==> config.mk <==
export PLATFORM = sky130hd
export DESIGN_NAME = microwave_controller
export DESIGN_NICKNAME = d
export VERILOG_FILES = /design/src/rtl/microwave_controller.sv
export SDC_FILE = /design/constraint.sdc
export NUM_CORES = 1
export LEC_CHECK = 0
export CORE_MARGIN = 5
export CORE_UTILIZATION = 60
export CTS_BUF_LIST = sky130_fd_sc_hd__clkbuf_16
export DETAILED_ROUTE_END_ITERATION = 8
export PLACE_DENSITY = 0.85
export SLEW_MARGIN = 20
export SYNTH_ARGS = -nofsm -noshare
export SYNTH_HDL_FRONTEND = slang
export SYNTH_SLANG_ARGS = --single-unit
==> constraint.sdc <==
create_clock -name clock -period 2.8 [get_ports clock]
set_clock_uncertainty 0.15 [all_clocks]
set_input_delay 0.42 -clock clock [delete_from_list [all_inputs] [get_ports clock]]
set_output_delay 0.42 -clock clock [all_outputs]
set_load 0.01 [all_outputs]
==> src/rtl/microwave_controller.sv <==
// -----------------------------------------------------------------------------
// microwave_controller
//
// Top-level sequencer for the microwave cook timer. It converts keypad strobes
// into digit-load pulses for the external BCD timer, divides the system clock
// into a once-per-second decrement pulse while cooking, drives the magnetron
// enable and reports completion. The BCD counters live outside this block;
// only their controls are generated here.
//
// Parameters
//   CLK_PER_SEC  clock cycles per countdown second (>= 2)
//
// Ports
//   clock         system clock, rising edge
//   clear         asynchronous active-high reset
//   key_valid     one-cycle keypad strobe
//   key_digit     keypad digit (values above 9 are ignored)
//   start, stop   one-cycle button strobes
//   door_closed   level, 1 = door shut
//   timer_zero    timer reports 0:00
//   timer_data    digit to shift into the timer
//   timer_loadn   active-low one-cycle load pulse
//   timer_enable  one-cycle decrement pulse
//   timer_clear   active-high timer clear (held in reset, then one-cycle)
//   mag_on        magnetron enable
//   done          cook finished
//   state         IDLE=0, SET=1, COOK=2, PAUSE=3, DONE=4
// -----------------------------------------------------------------------------
module microwave_controller #(
  parameter int CLK_PER_SEC = 50_000_000
) (
  input  logic       clock,
  input  logic       clear,
  input  logic       key_valid,
  input  logic [3:0] key_digit,
  input  logic       start,
  input  logic       stop,
  input  logic       door_closed,
  input  logic       timer_zero,
  output logic [3:0] timer_data,
  output logic       timer_loadn,
  output logic       timer_enable,
  output logic       timer_clear,
  output logic       mag_on,
  output logic       done,
  output logic [2:0] state
);

  localparam int PW = (CLK_PER_SEC > 2) ? $clog2(CLK_PER_SEC) : 1;
  localparam logic [PW-1:0] PRESC_MAX = PW'(CLK_PER_SEC - 1);

  typedef enum logic [2:0] {
    ST_IDLE  = 3'd0,
    ST_SET   = 3'd1,
    ST_COOK  = 3'd2,
    ST_PAUSE = 3'd3,
    ST_DONE  = 3'd4
  } state_t;

  state_t        state_reg, state_next;
  logic [1:0]    count_reg, count_next;
  logic [PW-1:0] presc_reg, presc_next;
  logic          door_prev_reg;
  logic [3:0]    timer_data_reg, timer_data_next;
  logic          timer_loadn_reg, timer_loadn_next;
  logic          timer_enable_reg, timer_enable_next;
  logic          timer_clear_reg, timer_clear_next;
  logic          mag_on_reg, mag_on_next;
  logic          done_reg, done_next;

  logic key_ok;
  logic door_fall;
  logic presc_wrap;

  assign key_ok     = key_valid && (key_digit <= 4'd9);
  assign door_fall  = door_prev_reg && !door_closed;
  assign presc_wrap = (presc_reg == PRESC_MAX);

  always_comb begin
    state_next        = state_reg;
    count_next        = count_reg;
    presc_next        = presc_reg;
    timer_data_next   = timer_data_reg;
    timer_loadn_next  = 1'b1;
    timer_enable_next = 1'b0;
    timer_clear_next  = 1'b0;

    case (state_reg)
      ST_IDLE: begin
        if (key_ok) begin
          timer_data_next  = key_digit;
          timer_loadn_next = 1'b0;
          count_next       = 2'd1;
          state_next       = ST_SET;
        end
      end

      ST_SET: begin
        // stop beats start, and an accepted start beats a key in the same cycle
        if (stop) begin
          timer_clear_next = 1'b1;
          count_next       = 2'd0;
          state_next       = ST_IDLE;
        end else if (start && door_closed && !timer_zero) begin
          presc_next = '0;
          state_next = ST_COOK;
        end else if (key_ok && (count_reg < 2'd3)) begin
          timer_data_next  = key_digit;
          timer_loadn_next = 1'b0;
          count_next       = count_reg + 2'd1;
        end
      end

      ST_COOK: begin
        // The prescaler advances on every edge spent in COOK, including the
        // edge that leaves it, so the cycles before a pause and after the
        // resume add up to exactly one second between ticks.
        presc_next = presc_wrap ? '0 : presc_reg + 1'b1;
        if (timer_zero) begin
          state_next = ST_DONE;
        end else if (!door_closed || stop) begin
          state_next = ST_PAUSE;
        end
        // A tick falling on the edge that leaves COOK is dropped.
        timer_enable_next = presc_wrap && (state_next == ST_COOK);
      end

      ST_PAUSE: begin
        if (stop) begin
          timer_clear_next = 1'b1;
          count_next       = 2'd0;
          state_next       = ST_IDLE;
        end else if (start && door_closed) begin
          state_next = ST_COOK;
        end
      end

      ST_DONE: begin
        // Any key, valid or not, only acknowledges completion; it is not loaded.
        if (stop || key_valid || door_fall) begin
          timer_clear_next = 1'b1;
          count_next       = 2'd0;
          state_next       = ST_IDLE;
        end
      end

      default: begin
        state_next = ST_IDLE;
        count_next = 2'd0;
      end
    endcase

    mag_on_next = (state_next == ST_COOK);
    done_next   = (state_next == ST_DONE);
  end

  always_ff @(posedge clock or posedge clear) begin
    if (clear) begin
      state_reg        <= ST_IDLE;
      count_reg        <= 2'd0;
      presc_reg        <= '0;
      door_prev_reg    <= 1'b0;
      timer_data_reg   <= 4'd0;
      timer_loadn_reg  <= 1'b1;
      timer_enable_reg <= 1'b0;
      timer_clear_reg  <= 1'b1;
      mag_on_reg       <= 1'b0;
      done_reg         <= 1'b0;
    end else begin
      state_reg        <= state_next;
      count_reg        <= count_next;
      presc_reg        <= presc_next;
      door_prev_reg    <= door_closed;
      timer_data_reg   <= timer_data_next;
      timer_loadn_reg  <= timer_loadn_next;
      timer_enable_reg <= timer_enable_next;
      timer_clear_reg  <= timer_clear_next;
      mag_on_reg       <= mag_on_next;
      done_reg         <= done_next;
    end
  end

  assign timer_data   = timer_data_reg;
  assign timer_loadn  = timer_loadn_reg;
  assign timer_enable = timer_enable_reg;
  assign timer_clear  = timer_clear_reg;
  assign mag_on       = mag_on_reg;
  assign done         = done_reg;
  assign state        = state_reg;

endmodule
==> out/metrics.cfg, run 1 <==
[final_layout]
largest_reg_flops = 26
diodes = 0
seqCellArea_um2 = 1028
nNetsFinal = 275
layout_commonest_cell = dfrtp_1
final-instance-count-excl-fill = 311
multi_input_area_um2 = 1100
final_util_pct = 72.31
num-fill-cells = 299
drive_gt1_share_pct = 8.745
areaGrowthSynthToFinish_pct = 18.51
final_cell_mix = dfrtp_1, nand2_1, clkdlybuf4s50_1

[yosys]
yosysSeqAreaShare_pct = 46.39
async_reset_ff_share_pct = 100.0
yosys.area_share.simple_pct = 25.28
synth-seq-cells = 41
syn_nets = 253
synth_warnings = 0
synth_top_area_share_pct = 44.02
syn_avg_cell_area_um2 = 9.238
synth-xor-area-share_pct = 0.3950
synth_edf_count = 0
synth_flop_cell = dfrtp_1
synth.distinct_cells = 47
synth_compound_area_share_pct = 18.96
synth_adder_area_share_pct = 1.129
ys_top_cells_by_area = dfrtp_1, nand2_1, a31oi_1
synth_top_cell_by_area = dfrtp_1
syn_inst = 240
synth_top_family_by_area = simple AND/OR/NAND/NOR gates
syn-cell-area_um2 = 2217
synth_mux_area_share_pct = 3.837

[setup_path]
required_ps = 2850
arrival_ps = 2430
critPathKind = in -> reg
regToRegEndpoint = presc_reg[6]
crit_path_start_kind = input pin
crit_path_end = presc_reg[6]
cp_max_fo = 13
end_kind = flip-flop
startpoint = stop
reg2reg_slack_ps = 510
r2r_cells = 5
r2r_start = state[0]

[die]
initial_core_util_pct = 61.02
fp.dieArea_um2 = 5011
die_y_um = 70.79
fp-row-count = 22
die_x_um = 70.79
core_area_um2 = 3633
pin_count = 23

[clocking]
clock_sink_count = 41
post_cts_buffers = 0
ctsResizeCount = 0
cts_buffers = 5
cts_tree = yes
clk_latency_ps = 280
hold_buffers = 0
cts_root_buffer = clkbuf_16
cts_buffer_depth = 2
path_clk_slew_ps = 60
cts.htree.levels = 2

[timing]
tns_ps = 0
fmax_mhz = 419.2
timing.final.crit_period_ps = 2386
final-hold-violation-count = 0
setup_viol = 0
slew_headroom_pct = 28.68
rsz0062_at_grt = false
fin_crit_sh_pct = 85.20
tightest_slew_ps = 1070
drv_slew = 0

[drt]
avgRoutedWirePerCell_um = 15.34
drc = 0
avgViaCountPerCell = 6.064
drt_first_pass_iters = 4
drt-total-wl_um = 4770
drt_iter0_markers = 121
vias = 1886
postRouteAntennaNets = 0

[global_routing]
grt_pass1_wl_um = 8300
antenna_found_initial = 0
grt_usage_pct = 20.69
use_met3_pct = 4.688
grt_max_degree = 42
grt-ovfl-total = 0
globalRouteMet1Util_pct = 28.52
grt_util_met2_pct = 32.44
grt_pass1_vias = 1705
grt-busiest-layer = met2

[placed_design]
place_congestion = 0.8675
io_buffers = 22
dpl.hpwl_um = 3247
dp_cells = 303

[job]
maxCapViolCount = 0

[run_status]
run_status = complete, no violations

[min_path]
worst_hold_path_type = reg -> reg

[power]
peakVddDrop_v = 0.0005253
p_leak_nw = 1.076
p_per_area_nw_per_um2 = 807.2

==> per-stage QoR <==
stage	hold WS [ps]	worst slack (ps)	cell area, µm²	total power [W]
2_1_floorplan	301.4	880.9	2217	0.001323
5_1_grt	383.8	249.9	2628	0.002259
3_3_place_gp	337.4	254.8	2465	0.001469
3_5_place_dp	342.3	158.5	2465	0.001494
6_report	352.6	414.4	2628	0.002121
4_1_cts	354.5	404.1	2628	0.002125
==> synth_stat cells (3+ instances only) <==
cell,count
nand4_1,6
and4_1,3
nand3_1,14
mux2_2,4
clkbuf_1,3
nor2b_1,3
o21ai_0,12
a21oi_1,15
a31oi_1,17
buf_2,5
dfrtp_1,39
nand2b_1,4
inv_1,6
nor4_1,3
o21ai_1,3
nand3b_1,3
mux2i_1,4
a22o_1,3
a41oi_1,4
nand2_1,36
nor2_1,13
and3_1,5
nor3_1,3
and2_1,3
==> logic make-up (layout without fill, tap and decap cells) <==
family	after synthesis	after routing
XOR/XNOR	1	1
adder cells (fa/ha/maj)	2	2
multiplexers	8	8
AO/OA/AOI/OAI	67	67
buffers and inverters	18	41
flip-flops	41	41
AND/OR/NAND/NOR	103	103
==> how the worst min path moves through the flow <==
stage,startpoint,endpoint,slack [ps],depth (start not counted)
3_5_place_dp,timer_data[3],timer_data[3],340,1
4_1_cts,timer_data[3],timer_data[3],350,1
6_report,timer_data[3],timer_data[3],350,1
3_3_place_gp,timer_data[3],timer_data[3],340,1
5_1_grt,presc_reg[14],presc_reg[14],380,1
2_1_floorplan,door_closed,door_prev_reg,300,0
==> final cells by class <==
class                      instances  share of cell area, %
clock buffer                       5                  4.762
clock inverter                     3                  1.429
inverter                           7                  1.000
multi-input combinational        181                  41.86
sequential                        41                  39.14
tap                               48                  2.286
timing repair buffer              26                  9.524
==> per-layer routing <==
metal / share of wire [%] / vias up
li1: - / 934
met5: 0 / -
met1: 45 / 899
met2: 49 / 46
met3: 4.4 / 7
met4: 1.1 / 0
==> critical path, cell delays in order <==
cell and delay [ps]:
clkdlybuf4s50_1 550, nor2b_1 90, and2_1 200, a21oi_1 830, o21ai_0 220, o21ai_0 130
==> power by group <==
| group | internal (W) | total, W | switching [W] |
|---|---|---|---|
| Combinational | 0.000236 | 0.000451 | 0.000214 |
| Clock | 0.000414 | 0.000628 | 0.000214 |
| Sequential | 0.000791 | 0.00104 | 0.000251 |
No activity file was read; power rests on OpenSTA's default activity.
==> run 2, diff against run 1 <==
--- a/config.mk
+++ b/config.mk
@@ -5,12 +5,16 @@
 export SDC_FILE = /design/constraint.sdc
 export NUM_CORES = 1
 export LEC_CHECK = 0
+export CELL_PAD_IN_SITES_DETAIL_PLACEMENT = 0
+export CELL_PAD_IN_SITES_GLOBAL_PLACEMENT = 2
 export CORE_MARGIN = 5
-export CORE_UTILIZATION = 60
+export CORE_UTILIZATION = 42
 export CTS_BUF_LIST = sky130_fd_sc_hd__clkbuf_16
 export DETAILED_ROUTE_END_ITERATION = 8
-export PLACE_DENSITY = 0.85
+export DONT_BUFFER_PORTS = 1
+export PLACE_DENSITY = 0.84
 export SLEW_MARGIN = 20
 export SYNTH_ARGS = -nofsm -noshare
 export SYNTH_HDL_FRONTEND = slang
 export SYNTH_SLANG_ARGS = --single-unit
+export TNS_END_PERCENT = 10
==> out/metrics.cfg, run 2 (synthesized netlist as in run 1, its figures left out) <==
[timing]
timing.final.crit_period_ps = 2240
slew_headroom_pct = 43.88
setup_viol = 0
tightest_slew_ps = 841.9
drv_slew = 0
fin_crit_sh_pct = 80.00
final-hold-violation-count = 0
rsz0062_at_grt = false
fmax_mhz = 446.4
tns_ps = 0

[power]
p_sw_share_pct = 33.18
peakVddDrop_v = 0.0003529
p_clk_share_pct = 30.5
p_int_w = 0.001395
p_per_area_nw_per_um2 = 846.2
p_leak_nw = 1.008
power_switching_w = 0.0006928
seqPwrFrac_pct = 50.9
power_frac_comb_pct = 18.6

[placed_design]
place_congestion = 0.8024
dpl.hpwl_um = 3695
dp_cells = 306
io_buffers = 0

[die]
fp.dieArea_um2 = 6832
die_y_um = 82.66
die_x_um = 82.66
fp-row-count = 26
initial_core_util_pct = 43.41
pin_count = 23
core_area_um2 = 5107

[setup_path]
required_ps = 2850
cp_max_fo = 11
end_kind = flip-flop
r2r_cells = 6
path_buf_inv = 1
crit_path_start_kind = flip-flop
cp_num_cells = 6
critPathKind = reg -> reg
crit_slowest_cell = a21oi_1
cp_common_cell = a21oi_1
path_cells = nor2_1 > and2_1 > a21oi_1 > buf_4 > a21oi_1 > mux2i_1
max_stage_delay_ps = 670
cpLargestDelayFamily = compound AO/OA/AOI/OAI gates
arrival_ps = 2290

[clocking]
cts.htree.levels = 2
ctsResizeCount = 0
cts_buffer_depth = 2
cts_tree = yes
clk_latency_ps = 280
cts_root_buffer = clkbuf_16
path_clk_slew_ps = 60
cts_buffers = 5
clock_sink_count = 41

[final_layout]
layout_commonest_cell = dfrtp_1
final_cell_mix = dfrtp_1, nand2_1, a31oi_1
largest_reg_flops = 26
diodes = 0
drive_gt1_share_pct = 10.61
areaGrowthSynthToFinish_pct = 11.29
nNetsFinal = 257
num-fill-cells = 510
final-instance-count-excl-fill = 315

[global_routing]
grt_pass1_wl_um = 9335
grt_usage_pct = 17.88
antenna_found_initial = 0
grt-ovfl-total = 0
grt_max_degree = 29
grt_pass1_vias = 1857

[min_path]
worst_hold_path_type = in -> reg
hold_depth = 0

[drt]
vias = 1797
drt_first_pass_iters = 5
avgRoutedWirePerCell_um = 16.49
drt_iter0_markers = 116
avgViaCountPerCell = 5.705
drt-total-wl_um = 5193
postRouteAntennaNets = 0
drc = 0

[run_status]
run_status = complete, no violations

[job]
maxCapViolCount = 0

## run 2: path summary, 6_finish.rpt
check	slack (ps)	startpoint	end
worst max-delay path	560	state[2]	presc_reg[16]
worst min-delay path	10	door_closed	door_prev_reg
worst max register to register	560	state[2]	presc_reg[16]
worst min register to register	360	presc_reg[22]	presc_reg[22]
max in group asynchronous	1310	clear	presc_reg[9]
min in group asynchronous	470	clear	count_reg[0]
## run 2: per-stage QoR
step	util [%]	area, µm²	setup slack [ps]	power [W]	hold slack [ps]
after floorplan	-	2217	880.9	0.001323	301.4
after global placement	44.93	2295	594.7	0.001453	208.1
after detailed placement	44.93	2295	552.7	0.001458	223.9
after CTS	48.31	2467	533.4	0.002103	10.89
after global routing	48.31	2467	313.5	0.002236	6.459
final	48.31	2467	560.0	0.002088	13.51
## run 2: what timing repair did
item	in CTS	in global routing
hold buffers	1	0
buffers inserted	0	0
hold endpoints to repair	17	0
## run 2: worst register-to-register path: stages (launching register included)
cell and delay (ps):
dfrtp_1 570, nor2_1 120, and2_1 200, a21oi_1 670, buf_4 260, a21oi_1 50
mux2i_1 140
## run 2: final cells by class
type	instances	area (µm²)	share of cell area (%)
clock buffers	5	125.1	5.071
multi-input cells	181	1100	44.57
flip-flops and latches	41	1028	41.68
repair buffers	8	62.56	2.535
clock inverters	3	37.54	1.521
well taps	70	87.58	3.550
inverters	7	26.28	1.065
## run 2: per-layer routing
| metal | share of wire (%) | track usage (%) | vias up |
|---|---|---|---|
| met5 | 0 | 0 | - |
| met4 | 1.1 | 4.739 | 0 |
| met3 | 3.8 | 3.471 | 6 |
| met2 | 45 | 27.40 | 36 |
| met1 | 50 | 25.76 | 855 |
| li1 | - | - | 900 |
## run 2: power groups by stage
stage	Combinational, W	Sequential, W	Clock (W)
after floorplan	0.000344	0.000980	0
after global placement	0.000384	0.00107	0
after detailed placement	0.000390	0.00107	0
after CTS	0.000392	0.00106	0.000650
after global routing	0.000462	0.00110	0.000671
final	0.000388	0.00106	0.000637
==> run 3, diff against run 2 <==
--- a/config.mk
+++ b/config.mk
@@ -8,11 +8,11 @@
 export CELL_PAD_IN_SITES_DETAIL_PLACEMENT = 0
 export CELL_PAD_IN_SITES_GLOBAL_PLACEMENT = 2
 export CORE_MARGIN = 5
-export CORE_UTILIZATION = 42
+export CORE_UTILIZATION = 39
 export CTS_BUF_LIST = sky130_fd_sc_hd__clkbuf_16
 export DETAILED_ROUTE_END_ITERATION = 8
 export DONT_BUFFER_PORTS = 1
-export PLACE_DENSITY = 0.84
+export PLACE_DENSITY = 0.79
 export SLEW_MARGIN = 20
 export SYNTH_ARGS = -nofsm -noshare
 export SYNTH_HDL_FRONTEND = slang
==> constraint.sdc (replaced) <==
create_clock -name clock -period 2.2 [get_ports clock]
set_clock_uncertainty 0.15 [all_clocks]
set_input_delay 0.33 -clock clock [delete_from_list [all_inputs] [get_ports clock]]
set_output_delay 0.33 -clock clock [all_outputs]
set_load 0.01 [all_outputs]
==> out/metrics.cfg, run 3 (synthesized netlist as in run 1, its figures left out) <==
[global_routing]
grt-ovfl-total = 0
use_met3_pct = 3.010
grt-busiest-layer = met2
antenna_found_initial = 0
grt_util_met2_pct = 24.65
grt_pass1_wl_um = 8783
globalRouteMet1Util_pct = 19.86
grt_usage_pct = 15.11
grt_pass1_vias = 1775
grt_max_degree = 42

[clocking]
path_clk_slew_ps = 60
cts_root_buffer = clkbuf_16
cts_buffer_depth = 2
cts_buffers = 5
cts_tree = yes
clk_latency_ps = 280
clock_sink_count = 41
post_cts_buffers = 0
cts.htree.levels = 2

[job]
maxCapViolCount = 0

[timing]
tightest_slew_ps = 522.5
final-hold-violation-count = 0
worst_slack_ps = 153.8
fin_crit_sh_pct = 93.01
tns_ps = 0
timing.final.crit_period_ps = 2046
rsz0062_at_grt = false
setup_viol = 0
drv_slew = 0
slew_headroom_pct = 65.17
fmax_mhz = 488.7

[drt]
avgRoutedWirePerCell_um = 15.67
drt-total-wl_um = 5188
drt_iter0_markers = 77
drc = 0
avgViaCountPerCell = 5.571
postRouteAntennaNets = 0
vias = 1844
drt_first_pass_iters = 4

[power]
peakVddDrop_v = 0.0005606
p_per_area_nw_per_um2 = 1077
p_total_w = 0.002823
p_leak_nw = 1.092

[final_layout]
final-instance-count-excl-fill = 331
drive_gt1_share_pct = 15.83
layout_commonest_cell = dfrtp_1
largest_reg_flops = 26
areaGrowthSynthToFinish_pct = 18.28
diodes = 0
stdcell_area_um2 = 2623
nNetsFinal = 271
final_cell_mix = dfrtp_1, nand2_1, buf_4

[setup_path]
r2r_cells = 7
crit_slowest_cell = dfrtp_1
r2r_start = presc_reg[0]
path_buf_inv = 1
end_kind = flip-flop
startpoint = presc_reg[0]
critPathKind = reg -> reg
cp_max_fo = 33
cp_num_cells = 7
arrival_ps = 2060
max_stage_delay_ps = 390
required_ps = 2220
path_cells = ha_1 > nand2_2 > nor4_4 > a21oi_2 > buf_12 > and3_1 > a221o_1
cpLargestDelayFamily = simple AND/OR/NAND/NOR gates
reg2reg_slack_ps = 150
crit_path_start_kind = flip-flop

[die]
core_area_um2 = 5507
die_y_um = 85.40
die_x_um = 85.40
initial_core_util_pct = 40.26
fp-row-count = 27
pin_count = 23
fp.dieArea_um2 = 7293

[min_path]
hold_depth = 1
worst_hold_path_type = in -> reg
holdCritStartpoint = key_digit[1]

[placed_design]
dp_slack_ps = 105.2
dpl.hpwl_um = 3668
io_buffers = 0
place_congestion = 0.7694
post_dp_cell_area_um2 = 2400
dp_cells = 320

[run_status]
run_status = complete, no violations

-- run 3: worst paths after layout --
check,end
setup / recovery,presc_reg[20]
hold / removal,timer_data[1]
setup reg to reg,presc_reg[20]
hold reg to reg,presc_reg[23]
max in group asynchronous,timer_loadn
min in group asynchronous,mag_on
-- run 3: metal layers --
| metal | vias up | wire, µm |
|---|---|---|
| met2 | 34 | 2484 |
| met3 | 4 | 206 |
| met1 | 873 | 2451 |
| met5 | - | 0 |
| met4 | 0 | 45 |
| li1 | 933 | - |
-- run 3: stage by stage --
step | utilization (%) | hold slack (ps)
2_1_floorplan | - | 211.4
3_3_place_gp | 43.58 | 211.7
3_5_place_dp | 43.58 | 211.7
4_1_cts | 47.58 | 45.46
5_1_grt | 47.63 | 36.52
6_report | 47.63 | 53.41
-- run 3: power by group --
part | leakage [nW] | switching, W | internal [W]
sequential | 0.521 | 0.000277 | 0.00101
clock | 0.0938 | 0.000283 | 0.000647
combinational | 0.477 | 0.000312 | 0.000296
-- run 3: timing repair --
item                                   4_1_cts  5_1_grt
setup endpoints to repair                    0        1
endpoints found under the hold margin       41        0
hold buffers                                 3        0
resized for setup                            0        1
-- run 3: cell type report --
class	count	area [µm²]
clock buffer	5	125.1
clock inverter	3	65.06
fill	540	2884
inverter	7	26.28
multi-input combinational	181	1102
sequential	41	1028
tap	72	90.09
timing repair buffer	22	185.2
